===== src/rtl/clk_meas_pkg.sv =====
// Shared types and constants for the clock period meter.
package clk_meas_pkg;

  typedef enum logic [1:0] {
    IDLE,
    ARM,
    MEASURE
  } meas_state_t;

  // Two consecutive periods this close (in clk_in cycles) count as stable.
  localparam int LOCK_TOL = 1;

endpackage


===== src/rtl/sync_edge_det.sv =====
// Two-flop synchroniser for an asynchronous input plus a delay flop for
// single-cycle rising-edge detection in the clk_in domain.
module sync_edge_det (
  input  logic clk_in,
  input  logic reset,
  input  logic d_async,
  output logic d_sync,
  output logic rise
);

  logic s1_q;
  logic s2_q;
  logic s3_q;

  always_ff @(posedge clk_in) begin
    if (reset) begin
      s1_q <= 1'b0;
      s2_q <= 1'b0;
      s3_q <= 1'b0;
    end else begin
      s1_q <= d_async;
      s2_q <= s1_q;
      s3_q <= s2_q;
    end
  end

  assign d_sync = s2_q;
  assign rise   = s2_q & ~s3_q;

endmodule


===== src/rtl/clk_period_meter.sv =====
// Measures period and high time of a slow asynchronous input in clk_in
// cycles, with lock detection and a sticky timeout for a missing input.
module clk_period_meter
  import clk_meas_pkg::*;
#(
  parameter int MAX_PERIOD = 1_000_000,
  parameter int CNT_WIDTH  = $clog2(MAX_PERIOD + 1)
) (
  input  logic                 clk_in,
  input  logic                 reset,
  input  logic                 en,
  input  logic                 sig_in,
  output logic [CNT_WIDTH-1:0] period,
  output logic [CNT_WIDTH-1:0] high_time,
  output logic                 meas_valid,
  output logic                 timeout,
  output logic                 locked
);

  localparam logic [CNT_WIDTH-1:0] CntMax = CNT_WIDTH'(MAX_PERIOD);
  localparam logic [CNT_WIDTH-1:0] CntOne = CNT_WIDTH'(1);
  localparam logic [CNT_WIDTH:0]   LockTol = (CNT_WIDTH + 1)'(LOCK_TOL);

  logic sigSync;
  logic sigRise;

  meas_state_t           state_q;
  logic [CNT_WIDTH-1:0]  cnt_q;
  logic [CNT_WIDTH-1:0]  hcnt_q;
  logic [CNT_WIDTH-1:0]  period_q;
  logic [CNT_WIDTH-1:0]  highTime_q;
  logic                  measValid_q;
  logic                  timeout_q;
  logic                  locked_q;
  logic                  firstResult_q;

  logic [CNT_WIDTH:0]    periodDiff_d;
  logic                  withinTol_d;

  sync_edge_det u_sync (
    .clk_in  (clk_in),
    .reset   (reset),
    .d_async (sig_in),
    .d_sync  (sigSync),
    .rise    (sigRise)
  );

  // Absolute difference between the period just closed and the previous result.
  always_comb begin
    periodDiff_d = '0;
    if (cnt_q >= period_q) begin
      periodDiff_d = {1'b0, cnt_q} - {1'b0, period_q};
    end else begin
      periodDiff_d = {1'b0, period_q} - {1'b0, cnt_q};
    end
    withinTol_d = (periodDiff_d <= LockTol);
  end

  always_ff @(posedge clk_in) begin
    if (reset) begin
      state_q       <= IDLE;
      cnt_q         <= '0;
      hcnt_q        <= '0;
      period_q      <= '0;
      highTime_q    <= '0;
      measValid_q   <= 1'b0;
      timeout_q     <= 1'b0;
      locked_q      <= 1'b0;
      firstResult_q <= 1'b0;
    end else begin
      measValid_q <= 1'b0;
      if (!en) begin
        state_q       <= IDLE;
        cnt_q         <= '0;
        hcnt_q        <= '0;
        timeout_q     <= 1'b0;
        locked_q      <= 1'b0;
        firstResult_q <= 1'b0;
      end else begin
        case (state_q)
          IDLE: begin
            state_q <= ARM;
            cnt_q   <= '0;
            hcnt_q  <= '0;
          end
          // The first rise only starts the count; the period before it is unknown.
          ARM: begin
            if (sigRise) begin
              cnt_q         <= CntOne;
              hcnt_q        <= CntOne;
              firstResult_q <= 1'b1;
              state_q       <= MEASURE;
            end
          end
          MEASURE: begin
            if (sigRise) begin
              period_q      <= cnt_q;
              highTime_q    <= hcnt_q;
              measValid_q   <= 1'b1;
              timeout_q     <= 1'b0;
              locked_q      <= ~firstResult_q & withinTol_d;
              firstResult_q <= 1'b0;
              cnt_q         <= CntOne;
              hcnt_q        <= CntOne;
            end else if (cnt_q == CntMax) begin
              timeout_q <= 1'b1;
              locked_q  <= 1'b0;
              cnt_q     <= '0;
              hcnt_q    <= '0;
              state_q   <= ARM;
            end else begin
              cnt_q  <= cnt_q + CntOne;
              hcnt_q <= hcnt_q + CNT_WIDTH'(sigSync);
            end
          end
          default: begin
            state_q <= IDLE;
            cnt_q   <= '0;
            hcnt_q  <= '0;
          end
        endcase
      end
    end
  end

  assign period     = period_q;
  assign high_time  = highTime_q;
  assign meas_valid = measValid_q;
  assign timeout    = timeout_q;
  assign locked     = locked_q;

endmodule


===== config.mk =====
export PLATFORM = sky130hd
export DESIGN_NAME = clk_period_meter
export DESIGN_NICKNAME = d
export VERILOG_FILES = /design/src/rtl/clk_meas_pkg.sv /design/src/rtl/sync_edge_det.sv /design/src/rtl/clk_period_meter.sv
export SDC_FILE = /design/constraint.sdc
export NUM_CORES = 1
export LEC_CHECK = 0
export ABC_AREA = 1
export BUFFER_PORTS_ARGS = -buffer_cell sky130_fd_sc_hd__buf_2
export CAP_MARGIN = 10
export CORE_MARGIN = 2
export CORE_UTILIZATION = 42
export DETAILED_ROUTE_END_ITERATION = 8
export PLACE_DENSITY = 0.64
export SLEW_MARGIN = 20
export SYNTH_ARGS = -nofsm -noshare
export SYNTH_HDL_FRONTEND = slang
export SYNTH_SLANG_ARGS = --single-unit
export TNS_END_PERCENT = 1

===== constraint.sdc =====
create_clock -name clk_in -period 2.72 [get_ports clk_in]
set_input_delay 0.816 -clock clk_in [delete_from_list [all_inputs] [get_ports clk_in]]
set_output_delay 0.816 -clock clk_in [all_outputs]
set_load 0.02 [all_outputs]

==> flow_metrics.env <==
export IMPL_grt_most_used_layer="met2"
export IMPL_crit_buf_inv=2
export IMPL_tightest_slew_ns=0.489
export IMPL_cts_tree="yes"
export IMPL_fin_worst_skew_ns=0.00834
export IMPL_synth_commonest_cells="nand2_1 (284), inv_1 (147), a21oi_1 (92)"
export IMPL_port_buffers=46
export IMPL_num_io_pins=47
export IMPL_endpoint_kind="register"
export IMPL_use_met3=0.0204
export IMPL_cts_root_buf="clkbuf_16"
export IMPL_drt_iter0_markers=460
export IMPL_gr_usage_met2=0.403
export IMPL_synth_ff_latch_count=89
export IMPL_grt_remaining_overflow=0
export IMPL_start_util=0.428
export IMPL_synth_fp_nets=1093
export IMPL_vias=6740
export IMPL_crit_start="period[9]"
export IMPL_min_path_type="register to register"
export IMPL_synth_area_top_cells="dfxtp_1 (27%), nand2_1 (16%), ha_1 (9.2%)"
export IMPL_synth_flop_cell="dfxtp_1"
export IMPL_drt_first_pass_iters=5
export IMPL_die_x_um=129
export IMPL_maxSlewViolCount=0
export IMPL_grt_use_met1=0.325
export IMPL_post_cts_buffers=0
export IMPL_seqPwrFrac=0.446
export IMPL_fmax_mhz=409
export IMPL_grt_max_degree=41
export IMPL_coreArea_sq_um=15200
export IMPL_dieArea_sq_um=16500
export IMPL_max_cap_violations=0
export IMPL_drc=0
export IMPL_place_gp_congestion=0.988
export IMPL_drive_gt1_frac=0.120
export IMPL_cp_top_family="simple AND/OR/NAND/NOR gates"
export IMPL_hold_path_startpoint="u_sync.s1_q"
export IMPL_diodes=0
export IMPL_syn_inst=1039
export IMPL_ys_warn_count=0
export IMPL_die_h_um=129
export IMPL_layout_nets=1141
export IMPL_antenna_found_initial=0
export IMPL_comb_power_share=0.116
export IMPL_track_usage=0.245
export IMPL_cts_hold_buf=0
export IMPL_cts_buffers=9
export IMPL_max_slew_margin=0.672
export IMPL_yosysTopAreaCell="dfxtp_1"
export IMPL_finalSetupViolations=0
export IMPL_rr_startpoint="period[9]"
export IMPL_synth_cell_type_count=46
export IMPL_clockBufferDepth=2
export IMPL_total_power_mw=2.95
export IMPL_status="finished clean"
export IMPL_clock_power_share=0.438
export IMPL_period_minus_slack_ns=2.44
export IMPL_viasPerCell=5.27
export IMPL_wire_per_inst_um=15.3
export IMPL_grt_pass1_vias=6371
export IMPL_hold_ws_ns=0.402
export IMPL_clk_pin_slew_ns=0.07
export IMPL_path_max_fanout=7
export IMPL_crit_path_top_delay_cell="ha_1"
export IMPL_yosysTopAreaCellShare=0.274
export IMPL_clock_sinks=89
export IMPL_fin_setup_tns_ns=0
export IMPL_startpoint_type="register"
export IMPL_hpwl_um=15800
export IMPL_path_class="register to register"
export IMPL_crit_required_ns=3.02
export IMPL_netSwitchingPower_mw=0.787
export IMPL_rsz0062_at_grt="no"
export IMPL_p_int_mw=2.16
export IMPL_finalCritPeriodShare=0.898
export IMPL_grt_pass1_wl_um=31900
export IMPL_rows=45
export IMPL_switching_share=0.267
export IMPL_path_cells="inv_1, ha_1, nand2_4, nor2_2, inv_2, nor3_2, nand2_1, nand3_1, nand2_1, nor2_1, nand2_1, nand2_1, nand2_1, nor2_1, nand3_1, nand2_1"
export IMPL_peakVddDrop_mv=0.304
export IMPL_totalWireLength_um=19500
export IMPL_synth_most_common_cell="nand2_1"
export IMPL_antenna_left=0
export IMPL_synth_area_sq_um=6510
export IMPL_hold_violations=0
export IMPL_area_growth_pct=13.5
export IMPL_synth_edf_count=0
export IMPL_clk_latency_ns=0.35
export IMPL_syn_avg_cell_area_sq_um=6.27
export IMPL_slowest_delay_ns=0.49
export IMPL_synth_async_reset_ratio=0
export IMPL_critPathArrivalTime_ns=2.74
export IMPL_cellPowerDensity_nw_per_um2=399
export IMPL_ys_seq_area_frac=0.274
export IMPL_crit_top_cell="nand2_1"
export IMPL_power_leakage_nw=3.48
export IMPL_htreeDepth=3
[cell usage in the layout, fill, tap and decap left out, drive strengths merged, types with 11 or more instances in the layout]
cell type,n
xor2,14
a21oi,94
o21ai,49
clkbuf,11
ha,48
dfxtp,89
nor2,100
buf,66
nand2,290
nor3,23
inv,157
nand4,20
nand3,88
[worst paths after layout]
kind,end,slack (ns),cells past startpoint
worst min register to register,u_sync.d_sync,0.40,2
worst max register to register,locked,0.28,16
worst max-delay path,locked,0.28,16
worst min-delay path,u_sync.d_sync,0.40,2
[worst register-to-register path, delay by kind of cell, from the launching register on]
kind	cells	cell delay [ns]
and+or+nand+nor	13	1.41
adders and majority gates	1	0.49
DFF	1	0.35
buffers and inverters	2	0.15
[routing by layer]
metal | up-vias | routed length [um]
li1 | 3444 | -
met1 | 3066 | 9030
met2 | 183 | 8990
met3 | 47 | 759
met4 | 0 | 751
met5 | - | 0
[per-stage QoR]
stage,cell area [sq um],util,worst slack (ns),cells
floorplan,6510,-,0.493,1039
global placement,7010,0.461,0.175,1264
detailed placement,7010,0.461,0.219,1264
CTS,7310,0.481,0.183,1280
global route,7400,0.487,0.00746,1280
finish,7400,0.487,0.276,1280
[registers in the layout, summed over array words and instances (netlist names), 2 cells and up]
| signal | cells |
|---|---|
| cnt_q | 20 |
| hcnt_q | 20 |
| high_time | 20 |
| period | 20 |
| state_q | 2 |
[cell families (layout without fill, tap and decap cells)]
kind of cell	after synthesis	after routing	synth area share
AND/OR/NAND/NOR	532	532	0.356
buffers and inverters	185	238	0.111
AO/OA/AOI/OAI	168	168	0.140
flip-flops	89	89	0.274
adder cells (fa/ha/maj)	50	50	0.0983
XOR/XNOR	15	15	0.0202
[power groups by stage]
stage	Combinational [mW]	Sequential (mW)	Clock, mW
6_report	0.342	1.31	1.29
5_1_grt	0.387	1.32	1.38
4_1_cts	0.335	1.31	1.32
3_5_place_dp	0.334	1.34	0
3_3_place_gp	0.335	1.34	0
2_1_floorplan	0.242	1.35	0
[what timing repair did]
action / 4_1_cts / 5_1_grt
setup endpoints to repair: 0 / 1
gates resized for setup: 0 / 20
endpoints found under the hold margin: 0 / 0
[final cells by class]
type                            instances  area (sq um)
Clock buffer                           11           243
Sequential cell                        89          1780
Clock inverter                          5          62.6
Tap cell                              188           235
Timing Repair Buffer                   66           393
Inverter                              156           586
Multi-Input combinational cell        765          4090
Fill cell                            1584          7810
Power figures use the tool's default switching activity.
